### config.mk
export PLATFORM = sky130hd
export DESIGN_NAME = spi_touch_rx
export DESIGN_NICKNAME = d
export VERILOG_FILES = /design/src/rtl/spi_touch_rx.sv
export SDC_FILE = /design/constraint.sdc
export NUM_CORES = 1
export LEC_CHECK = 0
export ABC_AREA = 1
export BUFFER_PORTS_ARGS = -buffer_cell sky130_fd_sc_hd__buf_2
export CORE_ASPECT_RATIO = 1.2
export CORE_MARGIN = 10
export CORE_UTILIZATION = 30
export CTS_BUF_LIST = sky130_fd_sc_hd__clkbuf_4
export DETAILED_ROUTE_END_ITERATION = 8
export SLEW_MARGIN = 5
export SYNTH_ARGS = -nofsm -noshare
export SYNTH_HDL_FRONTEND = slang
export SYNTH_SLANG_ARGS = --single-unit
### constraint.sdc
create_clock -name clk -period 2.1 [get_ports clk]
set_input_delay 0.315 -clock clk [delete_from_list [all_inputs] [get_ports clk]]
set_output_delay 0.315 -clock clk [all_outputs]
set_load 0.05 [all_outputs]
### src/rtl/spi_touch_rx.sv
`default_nettype none
// ============================================================================
// Module  : spi_touch_rx
// Brief   : SPI-slave receiver for the touch-panel link. Oversamples the
//           SS/SCLK/MOSI pins and assembles NCH words of CW bits per frame.
//           Complete frames go to a held output with a valid/ready handshake.
//           Optional build macro SPI_PARITY_EN appends an even-parity bit.
// Rev     : 1.0  initial release
// ============================================================================
module spi_touch_rx #(
    parameter int NCH     = 3,
    parameter int CW      = 12,
    parameter int NSYNC   = 3,
    parameter int CPOL    = 0,
    parameter int CPHA    = 0,
    parameter int TIMEOUT = 65535
) (
    input  logic              clk,
    input  logic              rst,
    input  logic              SS,
    input  logic              SCLK,
    input  logic              MOSI,
    output logic              MISO,
    output logic              miso_oe,
    output logic [NCH*CW-1:0] data_out,
    output logic              out_valid,
    input  logic              out_ready,
    output logic              frame_err,
    output logic              overrun,
    output logic [7:0]        frame_cnt
);

`ifdef SPI_PARITY_EN
    localparam int c_PAR = 1;
`else
    localparam int c_PAR = 0;
`endif
    localparam int c_DW      = NCH * CW;
    localparam int c_FW      = c_DW + c_PAR;
    localparam int c_CNT_W   = $clog2(c_FW + 2);
    localparam int c_TMR_W   = $clog2(TIMEOUT + 1);
    localparam int c_ARM_W   = $clog2(NSYNC + 2);
    localparam logic [c_CNT_W-1:0] c_FULL     = c_CNT_W'(c_FW);
    localparam logic [c_CNT_W-1:0] c_SAT      = c_CNT_W'(c_FW + 1);
    localparam logic [c_TMR_W-1:0] c_TMR_LAST = c_TMR_W'(TIMEOUT - 1);
    localparam logic [c_ARM_W-1:0] c_ARM_LAST = c_ARM_W'(NSYNC + 1);
    localparam logic               c_SCLK_IDLE = (CPOL != 0);

    typedef enum logic [2:0] {
        ST_ARM    = 3'd0,
        ST_IDLE   = 3'd1,
        ST_SHIFT  = 3'd2,
        ST_HOLD   = 3'd3,
        ST_COMMIT = 3'd4
    } state_t;

    logic [NSYNC-1:0]   r_ss_sync;
    logic [NSYNC-1:0]   r_sclk_sync;
    logic [NSYNC-1:0]   r_mosi_sync;
    logic               r_ss_d;
    logic               r_sclk_d;
    state_t             r_state;
    logic [c_ARM_W-1:0] r_arm_cnt;
    logic [c_CNT_W-1:0] r_bit_cnt;
    logic [c_TMR_W-1:0] r_timer;
    logic [c_FW-1:0]    r_shift;
    logic [7:0]         r_miso_sh;

    logic w_ss, w_sclk, w_mosi;
    logic w_ss_fall, w_ss_rise, w_sclk_rise, w_sclk_fall;
    logic w_sample_edge, w_shift_edge, w_par_ok;
    logic [c_DW-1:0] w_frame;

    always_ff @(posedge clk or negedge rst) begin
        if (!rst) begin
            r_ss_sync   <= '1;
            r_sclk_sync <= {NSYNC{c_SCLK_IDLE}};
            r_mosi_sync <= '0;
            r_ss_d      <= 1'b1;
            r_sclk_d    <= c_SCLK_IDLE;
        end else begin
            r_ss_sync   <= {r_ss_sync[NSYNC-2:0], SS};
            r_sclk_sync <= {r_sclk_sync[NSYNC-2:0], SCLK};
            r_mosi_sync <= {r_mosi_sync[NSYNC-2:0], MOSI};
            r_ss_d      <= r_ss_sync[NSYNC-1];
            r_sclk_d    <= r_sclk_sync[NSYNC-1];
        end
    end

    assign w_ss          = r_ss_sync[NSYNC-1];
    assign w_sclk        = r_sclk_sync[NSYNC-1];
    assign w_mosi        = r_mosi_sync[NSYNC-1];
    assign w_ss_fall     = r_ss_d & ~w_ss;
    assign w_ss_rise     = ~r_ss_d & w_ss;
    assign w_sclk_rise   = ~r_sclk_d & w_sclk;
    assign w_sclk_fall   = r_sclk_d & ~w_sclk;
    assign w_sample_edge = (CPOL == CPHA) ? w_sclk_rise : w_sclk_fall;
    assign w_shift_edge  = (CPOL == CPHA) ? w_sclk_fall : w_sclk_rise;
    assign miso_oe       = ~w_ss;

`ifdef SPI_PARITY_EN
    assign w_par_ok = ~^r_shift;
`else
    assign w_par_ok = 1'b1;
`endif

    // First word received sits at the top of the shifter and maps to ch0.
    generate
        for (genvar k = 0; k < NCH; k++) begin : g_chan
            assign w_frame[k*CW +: CW] = r_shift[c_FW-1-k*CW -: CW];
        end
    endgenerate

    always_ff @(posedge clk or negedge rst) begin
        if (!rst) begin
            r_state   <= ST_ARM;
            r_arm_cnt <= '0;
            r_bit_cnt <= '0;
            r_timer   <= '0;
            r_shift   <= '0;
            r_miso_sh <= '0;
            MISO      <= 1'b0;
            data_out  <= '0;
            out_valid <= 1'b0;
            frame_err <= 1'b0;
            overrun   <= 1'b0;
            frame_cnt <= '0;
        end else begin
            frame_err <= 1'b0;
            overrun   <= 1'b0;
            if (out_valid && out_ready) begin
                out_valid <= 1'b0;
            end
            case (r_state)
                // Sync chain resets to idle, so let real pin levels flush
                // through before trusting an SS-high reading.
                ST_ARM: begin
                    if (r_arm_cnt != c_ARM_LAST) begin
                        r_arm_cnt <= r_arm_cnt + 1'b1;
                    end else if (w_ss && r_ss_d) begin
                        r_state <= ST_IDLE;
                    end
                end
                ST_IDLE: begin
                    MISO <= 1'b0;
                    if (w_ss_fall) begin
                        r_state   <= ST_SHIFT;
                        r_bit_cnt <= '0;
                        r_timer   <= '0;
                        if (CPHA == 0) begin
                            MISO      <= frame_cnt[7];
                            r_miso_sh <= {frame_cnt[6:0], 1'b0};
                        end else begin
                            r_miso_sh <= frame_cnt;
                        end
                    end
                end
                ST_SHIFT: begin
                    if (w_ss_rise) begin
                        if (r_bit_cnt == c_FULL && w_par_ok) begin
                            r_state <= ST_COMMIT;
                        end else begin
                            frame_err <= 1'b1;
                            r_state   <= ST_IDLE;
                        end
                    end else if (w_sample_edge) begin
                        r_timer <= '0;
                        r_shift <= {r_shift[c_FW-2:0], w_mosi};
                        if (r_bit_cnt != c_SAT) begin
                            r_bit_cnt <= r_bit_cnt + 1'b1;
                        end
                    end else if (r_timer == c_TMR_LAST) begin
                        frame_err <= 1'b1;
                        r_state   <= ST_HOLD;
                    end else begin
                        r_timer <= r_timer + 1'b1;
                    end
                    if (w_shift_edge) begin
                        MISO      <= r_miso_sh[7];
                        r_miso_sh <= {r_miso_sh[6:0], 1'b0};
                    end
                end
                ST_HOLD: begin
                    MISO <= 1'b0;
                    if (w_ss) begin
                        r_state <= ST_IDLE;
                    end
                end
                ST_COMMIT: begin
                    data_out  <= w_frame;
                    out_valid <= 1'b1;
                    overrun   <= out_valid & ~out_ready;
                    frame_cnt <= frame_cnt + 8'd1;
                    r_state   <= ST_IDLE;
                end
                default: r_state <= ST_ARM;
            endcase
        end
    end

endmodule
`default_nettype wire
Yosys cells after proc, flatten, opt, wreduce, memory -nomap -nowiden:

Index checks and enable logic that the tools add are counted.

* output and inout port bits: 49
* register bits after elaboration: 131
* input port bits: 6
* logic and storage cells: 97

* eq/ne operators: 19
* add/subtract/negate cells: 4
* bitwise logic cells: 11
* multiplexer cells: 33
* reduce and logical (&&, ||, !) cells: 13

Operator list (count)
* $mux 16: 4
* $pmux 16 s2: 1
* $mux 3: 8
* $mux 6: 4
* $add 16x1->16 const B: 1
* $eq 16x16->1 const B: 1
* $mux 8: 2
* $ne 2x2->1 const B: 8
* $pmux 8 s2: 1
* $pmux 3 s5: 1
* $ne 3x3->1 const B: 4
* $pmux 6 s2: 1
* $mux 1: 10
* $add 8x1->8 const B: 1
* $add 6x1->6 const B: 1
* $eq 3x2->1 const B: 2
* $eq 6x6->1 const B: 1
* $ne 6x6->1 const B: 1
* $not 1->1: 6
* $reduce_and 3->1: 2
* $reduce_and 6->1: 1
* $and 1x1->1: 5
* $reduce_and 5->1: 1
* $reduce_and 2->1: 2
* other kinds (9): 11

Logic depth before layout (Yosys ltp):

Gate-level depths: netlist of run 1.

* depth in word-level cells: 5
* depth in mapped cells: 11
* gate-level depth less buffers: 11

Least setup slack after synthesis of run 1:

OpenSTA, ideal clock, no wires.

* path type: register to register
* from: register r_ss_sync[2]
* to: register r_bit_cnt[4]
* required time: 1.983 ns
* arrival time: 1.580 ns
* path slack: 0.402 ns
* setup time: 0.117 ns
* stages on the path, launching flop included: 9
* cell sequence: dfstp_2 -> inv_1 -> nor2_2 -> nor2_1 -> nand2_1 -> a21oi_4 -> inv_2 -> nand2_1 -> nand2_1

* cells in the longest elaborated chain, start to end: 4

RTL lines
* from (decl): RTL line 57 `logic [NSYNC-1:0] r_ss_sync;`
* from (signal assigned): RTL line 82 `r_ss_sync <= {r_ss_sync[NSYNC-2:0], SS};`
* $not 1->1
* net miso_oe: RTL line 24 `output logic miso_oe,`
* $and 1x1->1: RTL line 93 `assign w_ss_fall = r_ss_d & ~w_ss;`
* $ne 2x2->1 (no line)
* $reduce_and 5->1 (no line)
* to (signal assigned): RTL line 170 `r_bit_cnt <= r_bit_cnt + 1'b1;`
* to (decl): RTL line 64 `logic [c_CNT_W-1:0] r_bit_cnt;`

The timed path passes the listed nets, and every way through them passes these cells.
A chain may end at the register's enable or synchronous reset.

Final worst setup path of run 1:

* from: register r_ss_sync[2]
* to: output port miso_oe

* cells in the longest elaborated chain, start to end: 1

RTL lines
* $not 1->1: RTL line 99 `assign miso_oe = ~w_ss;`
* to (decl): RTL line 24

Every way passes these cells.

==> results of run 1 <==
==> routing by layer <==
layer / GRT usage, % / up-vias / wire, um
li1: - / 2042 / -
met1: 11.6 / 1856 / 5360
met2: 15.6 / 61 / 5370
met3: 3.69 / 10 / 600
met4: 3.57 / 0 / 114
met5: 0 / - / 0
==> layout by cell type (no fill, tap or decap), drive strengths merged <==
cell type,netlist,final
clkbuf,7,17
dfrtp,126,126
clkinv,1,9
ha,8,8
a31oi,6,6
clkinvlp,0,3
nand4,8,8
o21bai,2,2
o21ai,93,93
nor3,5,5
xnor2,10,10
buf,13,62
dfstp,4,4
or2,1,1
a21oi,5,5
bufinv,0,3
xor2,12,12
mux2,2,2
inv,67,68
nand3,24,24
nand2,158,158
dlygate4sd3,0,5
nor2,47,47
a21boi,1,1
==> power by group through the flow <==
stage	sequential (mW)	clock, mW	combinational, mW
2_1_floorplan	2.87	0	0.781
3_3_place_gp	2.85	0	1.01
3_5_place_dp	2.85	0	1.03
4_1_cts	2.81	1.85	1.04
5_1_grt	2.84	1.94	1.16
6_report	2.81	1.76	1.01
==> cells by family after synthesis <==
logic type	after synthesis
adder cells (fa/ha/maj)	8
buffers and inverters	88
XOR/XNOR	22
flip-flops	130
AND/OR/NAND/NOR	243
AO/OA/AOI/OAI	107
multiplexers	2
==> cell type report <==
class	instances	area (um2)	area share [%]
clock buffers	17	128	1.95
clock inverters	15	166	2.54
inverters	68	268	4.08
multi-input cells	382	2000	30.5
flip-flops and latches	130	3260	49.7
well taps	252	315	4.81
repair buffers	67	424	6.47
==> worst max-delay path by stage <==
stage               cells past startpoint  slack (ns)                        to
floorplan                               8        0.40  r_bit_cnt[4]$_DFFE_PN0P_
global placement                       10        0.51   r_timer[12]$_DFFE_PN0P_
detailed placement                     10        0.45   r_timer[14]$_DFFE_PN0P_
CTS                                     2        0.34                   miso_oe
global route                           10        0.23    r_timer[4]$_DFFE_PN0P_
finish                                  2        0.41                   miso_oe
==> through the flow <==
step	utilization (%)	total power, mW	setup slack (ns)	cell area, um2	hold slack, ns
6_report	35.8	5.58	0.412	6560	0.274
5_1_grt	35.8	5.94	0.233	6560	0.257
4_1_cts	35.8	5.70	0.340	6560	0.243
3_5_place_dp	33.9	3.89	0.447	6220	0.262
3_3_place_gp	33.9	3.86	0.512	6220	0.261
2_1_floorplan	-	3.65	0.402	5640	0.0194
==> registers in the layout (all words and copies together) (netlist names) <==
name,flops
r_shift,36
MISO,1
r_sclk_d,1
r_timer,16
r_state,3
r_arm_cnt,3
overrun,1
r_mosi_sync,3
r_bit_cnt,6
r_miso_sh,7
r_ss_sync,3
r_sclk_sync,3
out_valid,1
frame_err,1
r_ss_d,1
data_out,36
frame_cnt,8
==> repair_timing <==
| item | 4_1_cts | 5_1_grt |
|---|---|---|
| endpoints found under the setup margin | 0 | 0 |
| hold buffers | 5 | 0 |
| hold endpoints to repair | 50 | 0 |
==> critical path: cells and delay by family (launching register included) <==
| family | cells | cell delay (ns) |
|---|---|---|
| flops | 1 | 0.55 |
| buf+inv | 2 | 0.29 |
==> summary.md, run 1 <==
| Metric | Value |
|---|---|
| Die Ht | 170 um |
| Cell taking the most area after synthesis | dfrtp_1 |
| Setup_tns | 0 ns |
| Total CTS buffers | 17 |
| Number of global-route vias before repair | around 4.2k |
| Syn_area_per_cell | 9.40 um2 |
| Largest family of logic cells by synthesized area | simple AND/OR/NAND/NOR gates |
| Design internal power | 3.81 mW |
| Post-synth net total | approximately 610 |
| CTS sink count | 130 |
| P per Cell Area | 851 nW/um2 |
| Simple-gate share of the synthesized area | 19.5% |
| Most frequent cell after synthesis | nand2_1 |
| Syn. warnings | 0 |
| Worst reg2reg path depth | 10 |
| Max Cap Viol | 0 |
| Commonest cells post-synth | nand2_1 (142), dfrtp_1 (126), o21ai_0 (77) |
| Synth unique cells | 36 |
| Run status | finished, final reports clean |
| Reg2reg start | r_timer[0]$_DFFE_PN0P_ |
| GP Congestion | 0.812 |
| Synth Area in Adders | under 10% |
| Endpoints failing setup | 0 |
| Tightest Pin Transition | 0.514 ns |
| Global route overflow | 0 |
| CP Launch Type | flop |
| Hold Path Class | primary input to asynchronous set/reset pin |
| Mapped cell area | 5640 um2 |
| Pleak | about 3.0 nW |
| Routed WL | 11400 um |
| PortBufs | between 50 and 60 |
| Later-pin clock latency in the skew report | 0.54 ns |
| Row Count | 54 |
| Max rail drop VDD | 0.000506 V |
| DR iter-0 viols | 181 |
| Vias/cell | 4.26 |
| Sequential-to-total area share from yosys stat | 57.8% |
| Worst Setup SP | r_ss_sync[2]$_DFF_PN1_ |
| CP max FO | 4 |
| Diodes inserted | 0 |
| Synthesized flop and latch total | 130 |
| Post-CTS sizing | 0 |
| Initial Utilization | 30.8% |
| Max-slew violations | 0 |
| Root Buffer | clkbuf_4 |
| IO Pins | 55 |
| R2R Path End | r_timer[15]$_DFFE_PN0P_ |
| Unrepaired setup endpoints after global routing | false |
| Cell Chain, Critical Path | inv_1 -> buf_2 |
| Die area | 24700 um2 |
| Reg power frac | 50.3% |
| Switching share of power | about a third |
| Core area | approximately 18000 um2 |
| Layout cells sized above 1 | 20.8% |
| Area delta synth->final | 16.3% |
| Drt pass-1 iters | 5 |
| DR vias | 3969 |
| Dpl cells | 894 |
| DRT antenna net count | 0 |
| Logic pwr share | 18.1% |
| Fmax | 592 MHz |
| Tcrit/Tclk final | 80.4% |
| Nets | 680 |
| Mux cell area share after synthesis | less than 1% |
| FILL cells | roughly 1.9k |
| Cell count after synthesis | 600 |
| Area share of the largest cell type after synthesis | a little under three fifths |
| Prevailing post-synth register cell | dfrtp_1 |
| Final min period | approximately 1.7 ns |
| Largest cells by area after synthesis | dfrtp_1 (56%), nand2_1 (9.5%), o21ai_0 (6.8%), inv_1 (4.1%), nor2_1 (2.7%) |
| Critical-path top delay cell | dfstp_2 |
| R2R Setup Slk | 0.46 ns |
| CP endpoint kind | primary output |
| CTS tree | yes |
| Crit-path max cell delay | roughly 0.55 ns |
| Tot GR Track Use | 9.71% |
| Slew HR | 65.7% |
| Fin cells | between 900 and 1k |
| Remaining DRCs | 0 |
| Required time of the worst setup path | 1.78 ns |
| Net switching power | 1.77 mW |
| Postcts setup bufs | 0 |
| Fraction of the mapped netlist area in compound gates | roughly a tenth |
| Xor/xnor cell area share of the yosys netlist | 3.42% |
| Setup CP Type | flop to primary output |
| WP data arrival | 1.37 ns |
| Clock slew at reported path FFs | 0.11 ns |
| Final hold vios | 0 |
| Clock Skew | between 0.015 and 0.02 ns |
| DIE WIDTH | 145 um |
| Largest net degree at the start of global routing | 73 |
| Initial antenna violation count | 0 |
| Clock power share | 31.6% |
| Number of flops mapped to enable cells by yosys | 0 |
| Asr flop ratio synth | 100% |
| Mean routed wirelength per cell | 12.3 um |
| First-pass GRT wire length | roughly 20000 um |
| H-tree levels | 4 |
| HPWL after DPL | 7910 um |
| Max Root-Sink Buffers | 2 |
Note: power is estimated with default switching activity, not from simulation.
==> run 2, diff against run 1 <==
==> constraint.sdc (replaced) <==
create_clock -name clk -period 1.7 [get_ports clk]
set_input_delay 0.255 -clock clk [delete_from_list [all_inputs] [get_ports clk]]
set_output_delay 0.255 -clock clk [all_outputs]
set_load 0.05 [all_outputs]
==> summary.md, run 2 (same netlist as run 1, synthesis figures left out) <==
| Metric | Value |
|---|---|
| Layout cells sized above 1 | 22.1% |
| Max Cap Viol | 0 |
| Routed WL | 11400 um |
| Area delta synth->final | 17.9% |
| Most frequent cells in the layout | nand2_1 (142), dfrtp_1 (124), o21ai_0 (77) |
| CTS sink count | 130 |
| DR vias | 4024 |
| Required time of the worst setup path | ~2.1 ns |
| Final hold vios | 0 |
| Commonest non-fill, non-tap cell in the layout | nand2_1 |
| Core area | 18300 um2 |
| Die Ht | 170 um |
| Nets | a little under 700 |
| Run status | finished, final reports clean |
| CP endpoint kind | flop |
| Drt pass-1 iters | 4 |
| CP Launch Type | flop |
| Clock Skew | roughly 0.031 ns |
| Row Count | 54 |
| PortBufs | 54 |
| Worst reg2reg path depth | 7 |
| Pleak | 3.04 nW |
| Switching share of power | a little under a third |
| Final min period | 1.63 ns |
| Final core utilization | 36.3% |
| Max Root-Sink Buffers | 2 |
| Post-DP Area | 6270 um2 |
| Clock power share | 31.7% |
| H-tree levels | 4 |
| Total CTS buffers | 17 |
| Final Cell Area | 6650 um2 |
| DRT antenna net count | 0 |
| Hold Path Class | primary input to asynchronous set/reset pin |
| Crit path to | r_timer[2]$_DFFE_PN0P_ |
| IO Pins | 55 |
| Design internal power | around 4.8 mW |
| Later-pin clock latency in the skew report | approximately 0.53 ns |
| Endpoints failing setup | 0 |
| Tot GR Track Use | a little under a tenth |
| Worst Setup SP | r_state[1]$_DFFE_PN0P_ |
| Root Buffer | clkbuf_4 |
| Max-slew violations | 0 |
| Slew HR | a little over 70% |
| Remaining DRCs | 0 |
| Net switching power | 2.21 mW |
| CTS tree | yes |
| Reg2reg start | r_state[1]$_DFFE_PN0P_ |
| DR iter-0 viols | approximately 180 |
| R2R Setup Slk | 0.07 ns |
| WP data arrival | about 2.1 ns |
| DIE WIDTH | 145 um |
| Number of global-route vias before repair | 4061 |
| Fmax | 615 MHz |
| HPWL after DPL | 8070 um |
| Initial Utilization | 30.8% |
| Die area | 24700 um2 |
| Initial antenna violation count | 1 |
| GP Congestion | 0.819 |
| P per Cell Area | about 1000 nW/um2 |
| Setup CP Type | flop to flop |
| Max rail drop VDD | 0.000445 V |
| Regs by FF count | data_out: 36 flops, r_shift: 36 flops, r_timer: 16 flops |
| Mean routed wirelength per cell | roughly 12 um |
| Clock slew at reported path FFs | 0.12 ns |
| Tcrit/Tclk final | 95.6% |
| Unrepaired setup endpoints after global routing | true |
| Tightest Pin Transition | 0.436 ns |
| Reg power frac | 49.8% |
| Largest net degree at the start of global routing | 76 |
| Vias/cell | about 4.3 |
| First-pass GRT wire length | a little under 20000 um |
| CP max FO | 19 |
| Global route overflow | 0 |
| Logic pwr share | a little under a fifth |
| R2R Path End | r_timer[2]$_DFFE_PN0P_ |
[run 2: worst max-delay path: stages (launching register included)]
cell and delay, ns:
dfrtp_2 0.47, inv_2 0.08, nor2_4 0.04, nand2_4 0.14
clkinv_8 0.14, nand2_4 0.12, nand4_4 0.26, o21ai_0 0.26
[run 2: power by group through the flow]
stage	registers (mW)	logic [mW]	clock network, mW
finish	3.47	1.29	2.21
global route	3.51	1.48	2.41
CTS	3.46	1.30	2.28
detailed placement	3.52	1.28	0
global placement	3.52	1.27	0
floorplan	3.54	0.964	0
[run 2: how the worst min path moves through the flow]
| stage | start | to | slack (ns) | cells after the start |
|---|---|---|---|---|
| 5_1_grt | rst | r_timer[5]$_DFFE_PN0P_ | 0.15 | 2 |
| 6_report | rst | r_timer[5]$_DFFE_PN0P_ | 0.18 | 2 |
| 3_3_place_gp | rst | r_timer[8]$_DFFE_PN0P_ | 0.14 | 1 |
| 2_1_floorplan | rst | MISO$_DFFE_PN0P_ | -0.04 | 0 |
| 3_5_place_dp | rst | r_timer[5]$_DFFE_PN0P_ | 0.14 | 1 |
| 4_1_cts | rst | r_timer[5]$_DFFE_PN0P_ | 0.14 | 2 |
[run 2: final cells by class]
cell class / instances / area (um2)
Tap cell: 252 / 315
Clock buffer: 18 / 135
Sequential cell: 130 / 3260
Multi-Input combinational cell: 382 / 2020
Antenna cell: 1 / 2.50
Timing Repair Buffer: 71 / 485
Clock inverter: 13 / 163
Fill cell: 1880 / 11700
Inverter: 68 / 268
[run 2: per-stage QoR]
stage / setup WS, ns / TNS (ns) / cells / hold slack [ns] / power [mW]
after CTS: 0.00546 / 0 / 934 / 0.144 / 7.05
after detailed placement: -0.107 / -0.514 / 898 / 0.145 / 4.81
after floorplan: 0.00223 / 0 / 600 / -0.0406 / 4.51
after global routing: -0.0360 / -0.0767 / 935 / 0.146 / 7.39
final: 0.0740 / 0 / 935 / 0.180 / 6.97
after global placement: -0.0316 / -0.0970 / 898 / 0.141 / 4.79
[run 2: per-layer routing]
metal	global-route usage [%]	part of all wire, %
met1	11.7	47
met2	15.3	47
met3	2.84	4.5
met4	4.49	1.7
met5	0	0
[run 2: what timing repair did]
item / in CTS / in global routing
setup buffers: 0 / 0
resized for setup: 1 / 9
pin swaps: 0 / 3
hold endpoints to repair: 131 / 0
endpoints found under the setup margin: 13 / 30
hold buffers: 5 / 0
gates cloned: 0 / 0
